`config.mk`:
```
export PLATFORM = sky130hd
export DESIGN_NAME = except_ctrl_flat
export DESIGN_NICKNAME = d
export VERILOG_FILES = /design/src/rtl/except_pkg.sv /design/src/rtl/except_ctrl_if.sv /design/src/rtl/except_lane_enc.sv /design/src/rtl/except_ctrl.sv /design/src/flat_wrapper.sv
export SDC_FILE = /design/constraint.sdc
export NUM_CORES = 1
export LEC_CHECK = 0
export ABC_CLOCK_PERIOD_IN_PS = 6600
export CORE_MARGIN = 2
export CORE_UTILIZATION = 30
export DETAILED_ROUTE_END_ITERATION = 10
export SETUP_SLACK_MARGIN = 0.05
export SYNTH_ARGS = -nofsm -noshare
export SYNTH_HDL_FRONTEND = slang
export SYNTH_SLANG_ARGS = --single-unit
```
`constraint.sdc`:
```
create_clock -name clk -period 6.6 [get_ports clk]
set_clock_uncertainty 0.1 [all_clocks]
set_input_delay 0.99 -clock clk [delete_from_list [all_inputs] [get_ports clk]]
set_output_delay 0.99 -clock clk [all_outputs]
set_load 0.01 [all_outputs]
```
`src/rtl/except_pkg.sv`:
```
// Shared types and constants for the precise-exception controller.
// Holds ExcCode values, except-vector bit positions, FSM states and the lane snapshot record.
package except_pkg;

    localparam logic [4:0] EXC_INT  = 5'h00;
    localparam logic [4:0] EXC_ADEL = 5'h04;
    localparam logic [4:0] EXC_ADES = 5'h05;
    localparam logic [4:0] EXC_SYS  = 5'h08;
    localparam logic [4:0] EXC_BP   = 5'h09;
    localparam logic [4:0] EXC_RI   = 5'h0A;
    localparam logic [4:0] EXC_OV   = 5'h0C;

    localparam int EB_FETCH_ADEL = 7;
    localparam int EB_SYS        = 6;
    localparam int EB_BP         = 5;
    localparam int EB_ERET       = 4;
    localparam int EB_RI         = 3;
    localparam int EB_OV         = 2;
    localparam int EB_LOAD_ADEL  = 1;
    localparam int EB_ADES       = 0;

    localparam logic [1:0] IDLE   = 2'd0;
    localparam logic [1:0] DRAIN  = 2'd1;
    localparam logic [1:0] COMMIT = 2'd2;

    typedef enum logic [1:0] {
        ST_IDLE   = IDLE,
        ST_DRAIN  = DRAIN,
        ST_COMMIT = COMMIT
    } state_t;

    // Lane index field is sized for up to 16 lanes; the top trims it to its own width.
    localparam int LANE_IDX_W = 4;

    typedef struct packed {
        logic [4:0]            code;
        logic                  is_eret;
        logic [31:0]           epc;
        logic [31:0]           bad_addr;
        logic                  bd;
        logic [31:0]           target;
        logic [LANE_IDX_W-1:0] lane;
    } lane_snap_t;

    function automatic logic irq_pending(input logic [31:0] status, input logic [31:0] cause);
        return ((cause[15:8] & status[15:8]) != 8'h00) && !status[1] && status[0];
    endfunction

endpackage

```
`src/rtl/except_ctrl_if.sv`:
```
// Lane, CP0 and commit signals between the pipeline (master) and except_ctrl (slave).
interface except_ctrl_if #(parameter int LANES = 2);
    localparam int LW = (LANES > 1) ? $clog2(LANES) : 1;

    logic                    stall;
    logic [LANES-1:0]        lane_valid;
    logic [LANES-1:0][7:0]   lane_except;
    logic [LANES-1:0][31:0]  lane_pc;
    logic [LANES-1:0][31:0]  lane_daddr;
    logic [LANES-1:0]        lane_bd;
    logic [31:0]             cp0_status;
    logic [31:0]             cp0_cause;
    logic [31:0]             cp0_epc;
    logic                    mem_busy;

    logic                    busy;
    logic                    flush;
    logic                    except_valid;
    logic [4:0]              except_code;
    logic                    except_is_eret;
    logic [31:0]             except_epc;
    logic [31:0]             except_bad_addr;
    logic                    except_bd;
    logic [31:0]             except_target;
    logic [LW-1:0]           except_lane;
    logic                    drain_timeout;

    modport master (
        output stall, lane_valid, lane_except, lane_pc, lane_daddr, lane_bd,
               cp0_status, cp0_cause, cp0_epc, mem_busy,
        input  busy, flush, except_valid, except_code, except_is_eret, except_epc,
               except_bad_addr, except_bd, except_target, except_lane, drain_timeout
    );

    modport slave (
        input  stall, lane_valid, lane_except, lane_pc, lane_daddr, lane_bd,
               cp0_status, cp0_cause, cp0_epc, mem_busy,
        output busy, flush, except_valid, except_code, except_is_eret, except_epc,
               except_bad_addr, except_bd, except_target, except_lane, drain_timeout
    );
endinterface

```
`src/rtl/except_lane_enc.sv`:
```
// Per-lane exception encoder: resolves one lane's except bits (or an attached
// interrupt) into a hit flag and the snapshot that would be committed for it.
module except_lane_enc
    import except_pkg::*;
#(
    parameter int          LANE_ID    = 0,
    parameter logic [31:0] EXC_VECTOR = 32'hBFC00380
) (
    input  logic        valid,
    input  logic [7:0]  except_bits,
    input  logic [31:0] pc,
    input  logic [31:0] daddr,
    input  logic        bd,
    input  logic        irq_attach,
    input  logic [31:0] cp0_epc,
    output logic        hit,
    output lane_snap_t  snap
);

    always_comb begin
        hit           = valid && ((except_bits != 8'h00) || irq_attach);
        snap          = '0;
        snap.lane     = LANE_IDX_W'(LANE_ID);
        snap.bd       = bd;
        snap.epc      = bd ? (pc - 32'd4) : pc;
        snap.target   = EXC_VECTOR;
        // Chain order is the architectural priority, not the bit order.
        if (irq_attach) begin
            snap.code = EXC_INT;
        end else if (except_bits[EB_FETCH_ADEL]) begin
            snap.code     = EXC_ADEL;
            snap.bad_addr = pc;
        end else if (except_bits[EB_RI]) begin
            snap.code = EXC_RI;
        end else if (except_bits[EB_OV]) begin
            snap.code = EXC_OV;
        end else if (except_bits[EB_SYS]) begin
            snap.code = EXC_SYS;
        end else if (except_bits[EB_BP]) begin
            snap.code = EXC_BP;
        end else if (except_bits[EB_ERET]) begin
            snap.is_eret = 1'b1;
            snap.code    = EXC_INT;
            snap.epc     = '0;
            snap.target  = cp0_epc;
        end else if (except_bits[EB_LOAD_ADEL]) begin
            snap.code     = EXC_ADEL;
            snap.bad_addr = daddr;
        end else if (except_bits[EB_ADES]) begin
            snap.code     = EXC_ADES;
            snap.bad_addr = daddr;
        end
    end

endmodule

```
`src/rtl/except_ctrl.sv`:
```
// N-lane precise-exception controller: capture oldest excepting lane, drain memory, pulse commit.
// Optional EXCEPT_PERF_CNT_EN adds saturating per-class commit counters.
module except_ctrl
    import except_pkg::*;
#(
    parameter int          LANES      = 2,
    parameter logic [31:0] EXC_VECTOR = 32'hBFC00380,
    parameter int          DRAIN_MAX  = 15
) (
    input  logic          clk,
    input  logic          rst,
    except_ctrl_if.slave  bus
`ifdef EXCEPT_PERF_CNT_EN
    ,
    output logic [31:0]   perf_int_cnt,
    output logic [31:0]   perf_exc_cnt,
    output logic [31:0]   perf_eret_cnt
`endif
);

    localparam int CNT_W = $clog2(DRAIN_MAX + 1);
    localparam int LW    = (LANES > 1) ? $clog2(LANES) : 1;

    logic              irq;
    logic [LANES:0]    older_valid;
    logic [LANES-1:0]  irq_attach;
    logic [LANES-1:0]  lane_hit;
    lane_snap_t        lane_snap [LANES];
    lane_snap_t        win_snap;

    logic [1:0]        state_reg;
    lane_snap_t        snap_reg;
    logic [CNT_W-1:0]  cnt_reg;
    logic              timeout_reg;
    logic              commit;

    assign irq            = irq_pending(bus.cp0_status, bus.cp0_cause) && (bus.lane_valid != '0);
    assign older_valid[0] = 1'b0;

    generate
        for (genvar gi = 0; gi < LANES; gi++) begin : g_lane
            assign older_valid[gi+1] = older_valid[gi] | bus.lane_valid[gi];
            // An interrupt rides on the oldest valid lane only.
            assign irq_attach[gi]    = irq && bus.lane_valid[gi] && !older_valid[gi];

            except_lane_enc #(
                .LANE_ID    (gi),
                .EXC_VECTOR (EXC_VECTOR)
            ) u_enc (
                .valid       (bus.lane_valid[gi]),
                .except_bits (bus.lane_except[gi]),
                .pc          (bus.lane_pc[gi]),
                .daddr       (bus.lane_daddr[gi]),
                .bd          (bus.lane_bd[gi]),
                .irq_attach  (irq_attach[gi]),
                .cp0_epc     (bus.cp0_epc),
                .hit         (lane_hit[gi]),
                .snap        (lane_snap[gi])
            );
        end
    endgenerate

    // Scanning youngest to oldest leaves the oldest hitting lane as winner.
    always_comb begin
        win_snap = '0;
        for (int i = LANES - 1; i >= 0; i--) begin
            if (lane_hit[i]) win_snap = lane_snap[i];
        end
    end

    always_ff @(posedge clk) begin
        if (rst) begin
            state_reg   <= IDLE;
            snap_reg    <= '0;
            cnt_reg     <= '0;
            timeout_reg <= 1'b0;
        end else begin
            case (state_reg)
                IDLE: begin
                    if ((lane_hit != '0) && !bus.stall) begin
                        snap_reg  <= win_snap;
                        cnt_reg   <= '0;
                        state_reg <= DRAIN;
                    end
                end
                DRAIN: begin
                    if (!bus.mem_busy) begin
                        state_reg <= COMMIT;
                    end else begin
                        cnt_reg <= cnt_reg + 1'b1;
                        if (cnt_reg == CNT_W'(DRAIN_MAX - 1)) begin
                            state_reg   <= COMMIT;
                            timeout_reg <= 1'b1;
                        end
                    end
                end
                COMMIT:  state_reg <= IDLE;
                default: state_reg <= IDLE;
            endcase
        end
    end

    assign commit              = (state_reg == COMMIT);
    assign bus.busy            = (state_reg != IDLE);
    assign bus.flush           = commit;
    assign bus.except_valid    = commit;
    assign bus.except_code     = commit ? snap_reg.code     : '0;
    assign bus.except_is_eret  = commit ? snap_reg.is_eret  : 1'b0;
    assign bus.except_epc      = commit ? snap_reg.epc      : '0;
    assign bus.except_bad_addr = commit ? snap_reg.bad_addr : '0;
    assign bus.except_bd       = commit ? snap_reg.bd       : 1'b0;
    assign bus.except_target   = commit ? snap_reg.target   : '0;
    assign bus.except_lane     = commit ? snap_reg.lane[LW-1:0] : '0;
    assign bus.drain_timeout   = timeout_reg;

`ifdef EXCEPT_PERF_CNT_EN
    always_ff @(posedge clk) begin
        if (rst) begin
            perf_int_cnt  <= '0;
            perf_exc_cnt  <= '0;
            perf_eret_cnt <= '0;
        end else if (commit) begin
            if (snap_reg.is_eret) begin
                if (perf_eret_cnt != '1) perf_eret_cnt <= perf_eret_cnt + 1'b1;
            end else if (snap_reg.code == EXC_INT) begin
                if (perf_int_cnt != '1) perf_int_cnt <= perf_int_cnt + 1'b1;
            end else begin
                if (perf_exc_cnt != '1) perf_exc_cnt <= perf_exc_cnt + 1'b1;
            end
        end
    end
`endif

endmodule

```
`src/flat_wrapper.sv`:
```
// flat-port wrapper written by rule: the top's interface ports become plain ports
module except_ctrl_flat import except_pkg::*;
#(
    parameter int          LANES      = 2,
    parameter logic [31:0] EXC_VECTOR = 32'hBFC00380,
    parameter int          DRAIN_MAX  = 15
)
  (clk, rst, bus_stall, bus_lane_valid, bus_lane_except, bus_lane_pc, bus_lane_daddr, bus_lane_bd, bus_cp0_status, bus_cp0_cause, bus_cp0_epc, bus_mem_busy, bus_busy, bus_flush, bus_except_valid, bus_except_code, bus_except_is_eret, bus_except_epc, bus_except_bad_addr, bus_except_bd, bus_except_target, bus_except_lane, bus_drain_timeout);
  except_ctrl_if #(.LANES(LANES)) bus_i ();
  input  logic clk;
  input  logic rst;
  input wire logic [$bits(bus_i.stall)-1:0] bus_stall;
  input wire logic [$bits(bus_i.lane_valid)-1:0] bus_lane_valid;
  input wire logic [$bits(bus_i.lane_except)-1:0] bus_lane_except;
  input wire logic [$bits(bus_i.lane_pc)-1:0] bus_lane_pc;
  input wire logic [$bits(bus_i.lane_daddr)-1:0] bus_lane_daddr;
  input wire logic [$bits(bus_i.lane_bd)-1:0] bus_lane_bd;
  input wire logic [$bits(bus_i.cp0_status)-1:0] bus_cp0_status;
  input wire logic [$bits(bus_i.cp0_cause)-1:0] bus_cp0_cause;
  input wire logic [$bits(bus_i.cp0_epc)-1:0] bus_cp0_epc;
  input wire logic [$bits(bus_i.mem_busy)-1:0] bus_mem_busy;
  output wire logic [$bits(bus_i.busy)-1:0] bus_busy;
  output wire logic [$bits(bus_i.flush)-1:0] bus_flush;
  output wire logic [$bits(bus_i.except_valid)-1:0] bus_except_valid;
  output wire logic [$bits(bus_i.except_code)-1:0] bus_except_code;
  output wire logic [$bits(bus_i.except_is_eret)-1:0] bus_except_is_eret;
  output wire logic [$bits(bus_i.except_epc)-1:0] bus_except_epc;
  output wire logic [$bits(bus_i.except_bad_addr)-1:0] bus_except_bad_addr;
  output wire logic [$bits(bus_i.except_bd)-1:0] bus_except_bd;
  output wire logic [$bits(bus_i.except_target)-1:0] bus_except_target;
  output wire logic [$bits(bus_i.except_lane)-1:0] bus_except_lane;
  output wire logic [$bits(bus_i.drain_timeout)-1:0] bus_drain_timeout;
  assign bus_i.stall = bus_stall;
  assign bus_i.lane_valid = bus_lane_valid;
  assign bus_i.lane_except = bus_lane_except;
  assign bus_i.lane_pc = bus_lane_pc;
  assign bus_i.lane_daddr = bus_lane_daddr;
  assign bus_i.lane_bd = bus_lane_bd;
  assign bus_i.cp0_status = bus_cp0_status;
  assign bus_i.cp0_cause = bus_cp0_cause;
  assign bus_i.cp0_epc = bus_cp0_epc;
  assign bus_i.mem_busy = bus_mem_busy;
  assign bus_busy = bus_i.busy;
  assign bus_flush = bus_i.flush;
  assign bus_except_valid = bus_i.except_valid;
  assign bus_except_code = bus_i.except_code;
  assign bus_except_is_eret = bus_i.except_is_eret;
  assign bus_except_epc = bus_i.except_epc;
  assign bus_except_bad_addr = bus_i.except_bad_addr;
  assign bus_except_bd = bus_i.except_bd;
  assign bus_except_target = bus_i.except_target;
  assign bus_except_lane = bus_i.except_lane;
  assign bus_drain_timeout = bus_i.drain_timeout;
  except_ctrl #(.LANES(LANES), .EXC_VECTOR(EXC_VECTOR), .DRAIN_MAX(DRAIN_MAX)) u_core (.clk(clk), .rst(rst), .bus(bus_i));
endmodule
```
After elaboration in Yosys (flattened, before gate mapping)
Index checks and enable logic that the tools add are counted.
{ "word_totals": {"wordCells": 118, "out_inout_bits": 108, "reg_bits": 111, "inputBits": 248} }
{ "classes": {"n_mux": 72, "n_addsub": 3, "eq_ne": 6, "n_bitwise": 1, "n_reduce_logical": 26} }
{ "ops": {"columns": ["op", "n"], "rows": [
  ["$mux 32", 27],
  ["$mux 65", 10],
  ["$mux 107", 2],
  ["$mux 33", 4],
  ["$mux 5", 17],
  ["$sub 32x3->32 const B", 2],
  ["$reduce_bool 8->1", 3],
  ["$logic_and 1x1->1", 9],
  ["$and 8x8->8", 1],
  ["$mux 4", 2],
  ["$pmux 4 s2", 1],
  ["$reduce_bool 2->1", 4],
  ["$mux 2", 3],
  ["$mux 3", 2],
  ["$reduce_and 3->1", 2],
  ["$add 4x1->4 const B", 1],
  ["$eq 4x4->1 const B", 1],
  ["$pmux 2 s2", 1],
  ["$reduce_and 2->1", 2],
  ["$logic_not 1->1", 3],
  ["$mux 1", 3],
  ["$ne 3x2->1 const B", 1],
  ["$eq 2x1->1 const B", 1],
  ["$eq 2x2->1 const B", 1],
  ["4 further kinds", 5]
]} }

Depth between registers and ports, before layout
{ "depth": {"depth_word": 13, "depth_mapped": 9, "depth_no_buf": 8} }

By module
From an unflattened synthesis, not the netlist that was laid out.
{ "unflattened": {"cells_unflattened": 1187, "area_unflattened_um2": 8862.2} }
{ "by_module_without_submodules": {"columns": ["mod", "n_inst", "area_per_inst_um2", "seq_area_each_um2", "cells_per_inst"], "rows": [
  ["except_ctrl", 1, 5674.2, 2222.1, 651],
  ["except_lane_enc (u_core.g_lane[1].u_enc)", 1, 1601.5, 0.0, 268],
  ["except_lane_enc (u_core.g_lane[0].u_enc)", 1, 1586.5, 0.0, 268]
]} }

Worst setup path before layout
Ideal clock, no wire load.
{ "synth_path": {"path_type": "in2reg", "startpoint": "input port bus_lane_pc[56]", "endpoint": "register u_core.snap_reg[97] (netlist bit)", "path_buffers": 0, "arrival_ns": 2.580, "setup_time_ns": 0.130, "setup_slack_ns": 3.790, "path_stages": 6, "t_required_ns": 6.370, "path_cell_list": "or4_4 -> or3_1 -> nor4_2 -> xor2_1 -> a221oi_1 -> nor3_2"} }
{ "synth_between": {"elab_chain_cells": 11} }
{ "synth_lines": {"columns": ["element", "line", "source"], "rows": [
  ["start: declaration", "flat_wrapper.sv:15", "input wire logic [$bits(bus_i.lane_pc)-1:0] bus_lane_pc;"],
  ["$sub 32x3->32 *", "except_lane_enc.sv:25", "snap.epc = bd ? (pc - 32'd4) : pc;"],
  ["$mux 32 *", "except_lane_enc.sv:25", null],
  ["$mux 33", "except_lane_enc.sv:41", "end else if (except_bits[EB_ERET]) begin"],
  ["$mux 65", "except_lane_enc.sv:39", "end else if (except_bits[EB_BP]) begin"],
  ["$mux 65", "except_lane_enc.sv:37", "end else if (except_bits[EB_SYS]) begin"],
  ["$mux 65", "except_lane_enc.sv:35", "end else if (except_bits[EB_OV]) begin"],
  ["$mux 65", "except_lane_enc.sv:33", "end else if (except_bits[EB_RI]) begin"],
  ["$mux 33", "except_lane_enc.sv:30", "end else if (except_bits[EB_FETCH_ADEL]) begin"],
  ["$mux 65 *", "except_lane_enc.sv:28", "if (irq_attach) begin"],
  ["$mux 107 * (2 in series)", "except_ctrl.sv:67", "if (lane_hit[i]) win_snap = lane_snap[i];"],
  ["end signal: assignment", "except_ctrl.sv:81", "snap_reg <= win_snap;"],
  ["end: declaration", "except_ctrl.sv:32", "lane_snap_t snap_reg;"]
]} }
Every way passes the cells marked *; elsewhere a longest branch is shown, timed or not.
A chain may end at the register's enable or synchronous reset.

Worst setup path in the final report
{ "layout_path": {"startpoint": "input port bus_lane_except[7]", "endpoint": "register u_core.snap_reg[96] (netlist bit)"} }
{ "layout_between": {"elab_chain_cells": 6, "word_cells_on_any_way": 9, "cone_classes": "mux (3); reduce/logical (6)"} }
{ "layout_lines": {"columns": ["element", "line", "source"], "rows": [
  ["start: declaration", "flat_wrapper.sv:14", "input wire logic [$bits(bus_i.lane_except)-1:0] bus_lane_except;"],
  ["$reduce_bool 8->1", "except_lane_enc.sv:21", "hit = valid && ((except_bits != 8'h00) || irq_attach);"],
  ["$logic_or 1x1->1", "except_lane_enc.sv:21", null],
  ["$logic_and 1x1->1", "except_lane_enc.sv:21", null],
  ["$reduce_bool 2->1", "except_ctrl.sv:80", "if ((lane_hit != '0) && !bus.stall) begin"],
  ["$logic_and 1x1->1", "except_ctrl.sv:80", null],
  ["$reduce_and 2->1 (no line)", null, null]
]} }
Several ways; a longest one is shown, not always the timed one.

==> summary.md <==
| Metric | Value |
|---|---|
| Largest incremental delay on the critical path | `0.94 ns` |
| Number of buffers added for setup after CTS | `0` |
| Die extent in y | `160.6 µm` |
| Reg-to-Reg End | `u_core.snap_reg[104]` |
| Area growth syn-to-layout | `47.58%` |
| Average vias per placed instance | `between 5 and 6` |
| Async SR Flop Fraction | `0` |
| Class of the tightest hold or removal check | `reg -> reg` |
| Startpoint kind of the worst setup timing path | `input pin` |
| Crit. path cell count | `8` |
| Endpoint class of the critical path | `register` |
| Clock buffer count from CTS | `9` |
| Setup WS post-layout | `2.319 ns` |
| Portion of the post-synthesis area used by sequential elements | `0.2994` |
| Cts repair resizes | `0` |
| Effective utilization at floorplan | `0.3042` |
| Setup repair after global routing missed its margin | `false` |
| Peak supply drop | `0.1446 mV` |
| Critical register-to-register path startpoint | `u_core.state_reg[0]` |
| Dominant delay contributor by cell family on the critical path | `buffers and inverters` |
| Top-level I/O count | `356` |
| Count leader, synth | `a22o_1` |
| Multi-input gate area | `about 0.0048 mm²` |
| Sink count of the clock tree | `110` |
| Final wirelength | `29.01 mm` |
| Cell type with the largest total area after synthesis | `dfxtp_1` |
| Setup violations, final | `0` |
| Half-perimeter wire length after detailed placement | `20.70 mm` |
| Synthesized area divided by synthesized cell count | `~8.2 µm²` |
| Static leakage power | `3.891 nW` |
| Total of buffers placed on input and output ports | `308` |
| Total count of hold-check failures in the final report | `0` |
| Worst setup timing slack at the placement stage | `between 1.5 and 2 ns` |
| Remaining global-route overflow | `0` |
| Post-synthesis instance area | `0.007356 mm²` |
| Top cells by area, synth | `dfxtp_1 (30%), a22o_1 (14%), and2_1 (9.2%)` |
| Slowest cell on the critical path | `clkdlybuf4s50_1` |
| Storage cell area | `0.002202 mm²` |
| Headroom to the max-slew limit | `0.1989` |
| Synth Warn # | `0` |
| Post-CTS clock slew at the launch and capture registers of the worst setup and hold paths | `0.08 ns` |
| Final period demand of the worst path | `4.281 ns` |
| Final antenna diode count | `0` |
| 1st-iter DRT viols | `545` |
| Area fraction of the dominant cell type after synthesis | `0.2994` |
| Total nets after synthesis | `~1100` |
| Worst slew pin tran | `1.202 ns` |
| Drt wl/cell | `19.68 µm` |
| Arrival time worst endpoint | `approximately 4.5 ns` |
| Data required, critical path | `6.78 ns` |
| Largest net degree at the start of global routing | `84` |
| Area of the die | `0.02579 mm²` |
| Area of the core | `approximately 0.024 mm²` |
| Reg-to-reg setup timing slack | `between 3 and 4 ns` |
| Synthesis-stage register bit count | `110` |
| Primary FF master, synth | `dfxtp_1` |
| Number of buffers between clock root and the deepest sink | `2` |
| First-pass GRT wire length | `between 40 and 50 mm` |
| DR pass1 iterations | `5` |
| Total count of max-transition violations in the final report | `0` |
| Max Fanout on Critical Path | `20` |
| Post-detailed-route DRC marker count | `0` |
| Areal power density over the cells | `154.7 mW/mm²` |
| Max FFs per register | `103` |
| Final standard cell count with taps included and fillers excluded | `1474` |
| Worst reg-to-reg path cell count | `6` |
| Share of layout cells above drive strength 1 | `0.05652` |
| Cell count after placement | `1458` |
| Nets | `1397` |
| Number of antenna violations at the first check in global routing | `0` |
| TritonCTS clock tree | `built` |
| Antenna Violating Nets Remaining | `0` |
| Category of the critical setup timing path | `in -> reg` |
| Critical path endpoint | `u_core.snap_reg[96]` |
| Crit path launch | `bus_lane_except[7]` |
| Placer congestion estimate | `approximately 0.81` |
| Via count of the first global-routing pass | `around 7800` |
| Distinct cell type count after synthesis | `69` |
| Most instantiated cells after synthesis | `a22o_1 (115), dfxtp_1 (110), and2_1 (108), nor2_1 (103), nor3_1 (78)` |
| CTS root buf | `clkbuf_16` |
| Count of flip-flops with a built-in enable after synthesis | `0` |
| Number of vias after detailed routing | `7919` |
| Cts-stage hold buffer count | `0` |
| Total routing resource utilization after global routing | `0.2214` |
| Fraction of the cycle the final worst path needs | `0.6486` |
| Synthesized instance count | `between 800 and 900` |
| Maximum level of the CTS H-tree | `3` |
| Clk_lat worst skew | `about 0.36 ns` |
| Crit-path cells | `clkdlybuf4s50_1 -> nor4_2 -> a21bo_2 -> o311ai_1 -> a21oi_2 -> buf_4 -> a221oi_1 -> nor3_1` |
| Fin Setup TNS | `0 ns` |
| Run status | `finished clean` |
| Fill cells | `2425` |
| Max-cap viol count | `0` |
| Overall die width | `~160 µm` |
| Crit path buf inv count | `2` |
| Fmax | `0.2336 GHz` |
| Number of placement rows | `57` |
==> worst min path at each step <==
stage | slack, ns | start | depth (start not counted) | to
after detailed placement | 0.33 | u_core.snap_reg[101] | 1 | u_core.snap_reg[101]
after floorplan | 0.32 | u_core.snap_reg[100] | 2 | u_core.snap_reg[100]
final | 0.35 | u_core.snap_reg[101] | 1 | u_core.snap_reg[101]
after CTS | 0.35 | u_core.snap_reg[101] | 1 | u_core.snap_reg[101]
after global routing | 0.37 | u_core.snap_reg[102] | 2 | u_core.snap_reg[102]
after global placement | 0.32 | u_core.snap_reg[101] | 1 | u_core.snap_reg[101]
==> cells by family after synthesis <==
family                     after synthesis  share of synthesized area
adders and majority gates                4                   0.006804
AOI/OAI and AO/OA                      227                     0.2570
buffers and inverters                   89                    0.06004
and+or+nand+nor                        406                     0.3072
xor gates and xnor gates                58                    0.06906
other                                    1                  0.0005098
DFF                                    110                     0.2994
==> layout make-up <==
type,instances,share of cell area
multi-input cells,696,0.4379
clock buffers,9,0.02075
repair buffers,318,0.2907
inverters,10,0.003458
clock inverters,7,0.007031
well taps,324,0.03734
flip-flops and latches,110,0.2029
==> placed cells by master (no fill, tap or decap), types with 3 or more instances in the layout <==
| cell | count |
|---|---|
| nor4_1 | 11 |
| a211oi_1 | 3 |
| a221oi_1 | 30 |
| nand2_1 | 25 |
| nor2_1 | 103 |
| buf_4 | 11 |
| or4_1 | 3 |
| nand4_1 | 13 |
| or2_2 | 3 |
| nand2b_1 | 5 |
| a21o_1 | 3 |
| a22o_1 | 115 |
| dfxtp_1 | 110 |
| inv_1 | 9 |
| a22oi_1 | 40 |
| and2_1 | 106 |
| xor2_1 | 37 |
| a21oi_1 | 11 |
| nand4b_1 | 5 |
| clkdlybuf4s50_1 | 307 |
| clkbuf_16 | 9 |
| nand3_1 | 10 |
| nor3_2 | 5 |
| nor3b_1 | 3 |
| xnor2_1 | 21 |
| nor4_2 | 6 |
| nor3_1 | 78 |
| ha_1 | 4 |
| or3_1 | 10 |
==> power by group <==
| group | internal (mW) | switching [mW] |
|---|---|---|
| clock | 0.269 | 0.295 |
| sequential | 0.700 | 0.0170 |
| combinational | 0.200 | 0.199 |
| total | 1.17 | 0.511 |
==> per-stage QoR <==
step / utilization / area (µm²) / total power [mW] / hold WS (ns)
finish: 0.4490 / 10860 / 1.680 / 0.3509
global route: 0.4490 / 10860 / 1.765 / 0.3745
CTS: 0.4490 / 10860 / 1.701 / 0.3512
detailed placement: 0.4365 / 10550 / 1.131 / 0.3312
global placement: 0.4365 / 10550 / 1.127 / 0.3242
floorplan: - / 7356 / 0.9236 / 0.3171
==> metal layers <==
metal	wire length, µm	up-vias	GRT usage	part of all wire
met5	0	-	0	0
met4	401	0	0.05651	0.014
li1	-	3803	-	-
met3	2107	29	0.04468	0.073
met1	12680	3767	0.2852	0.44
met2	13820	320	0.3787	0.48
Note: power is estimated with default switching activity, not from simulation.
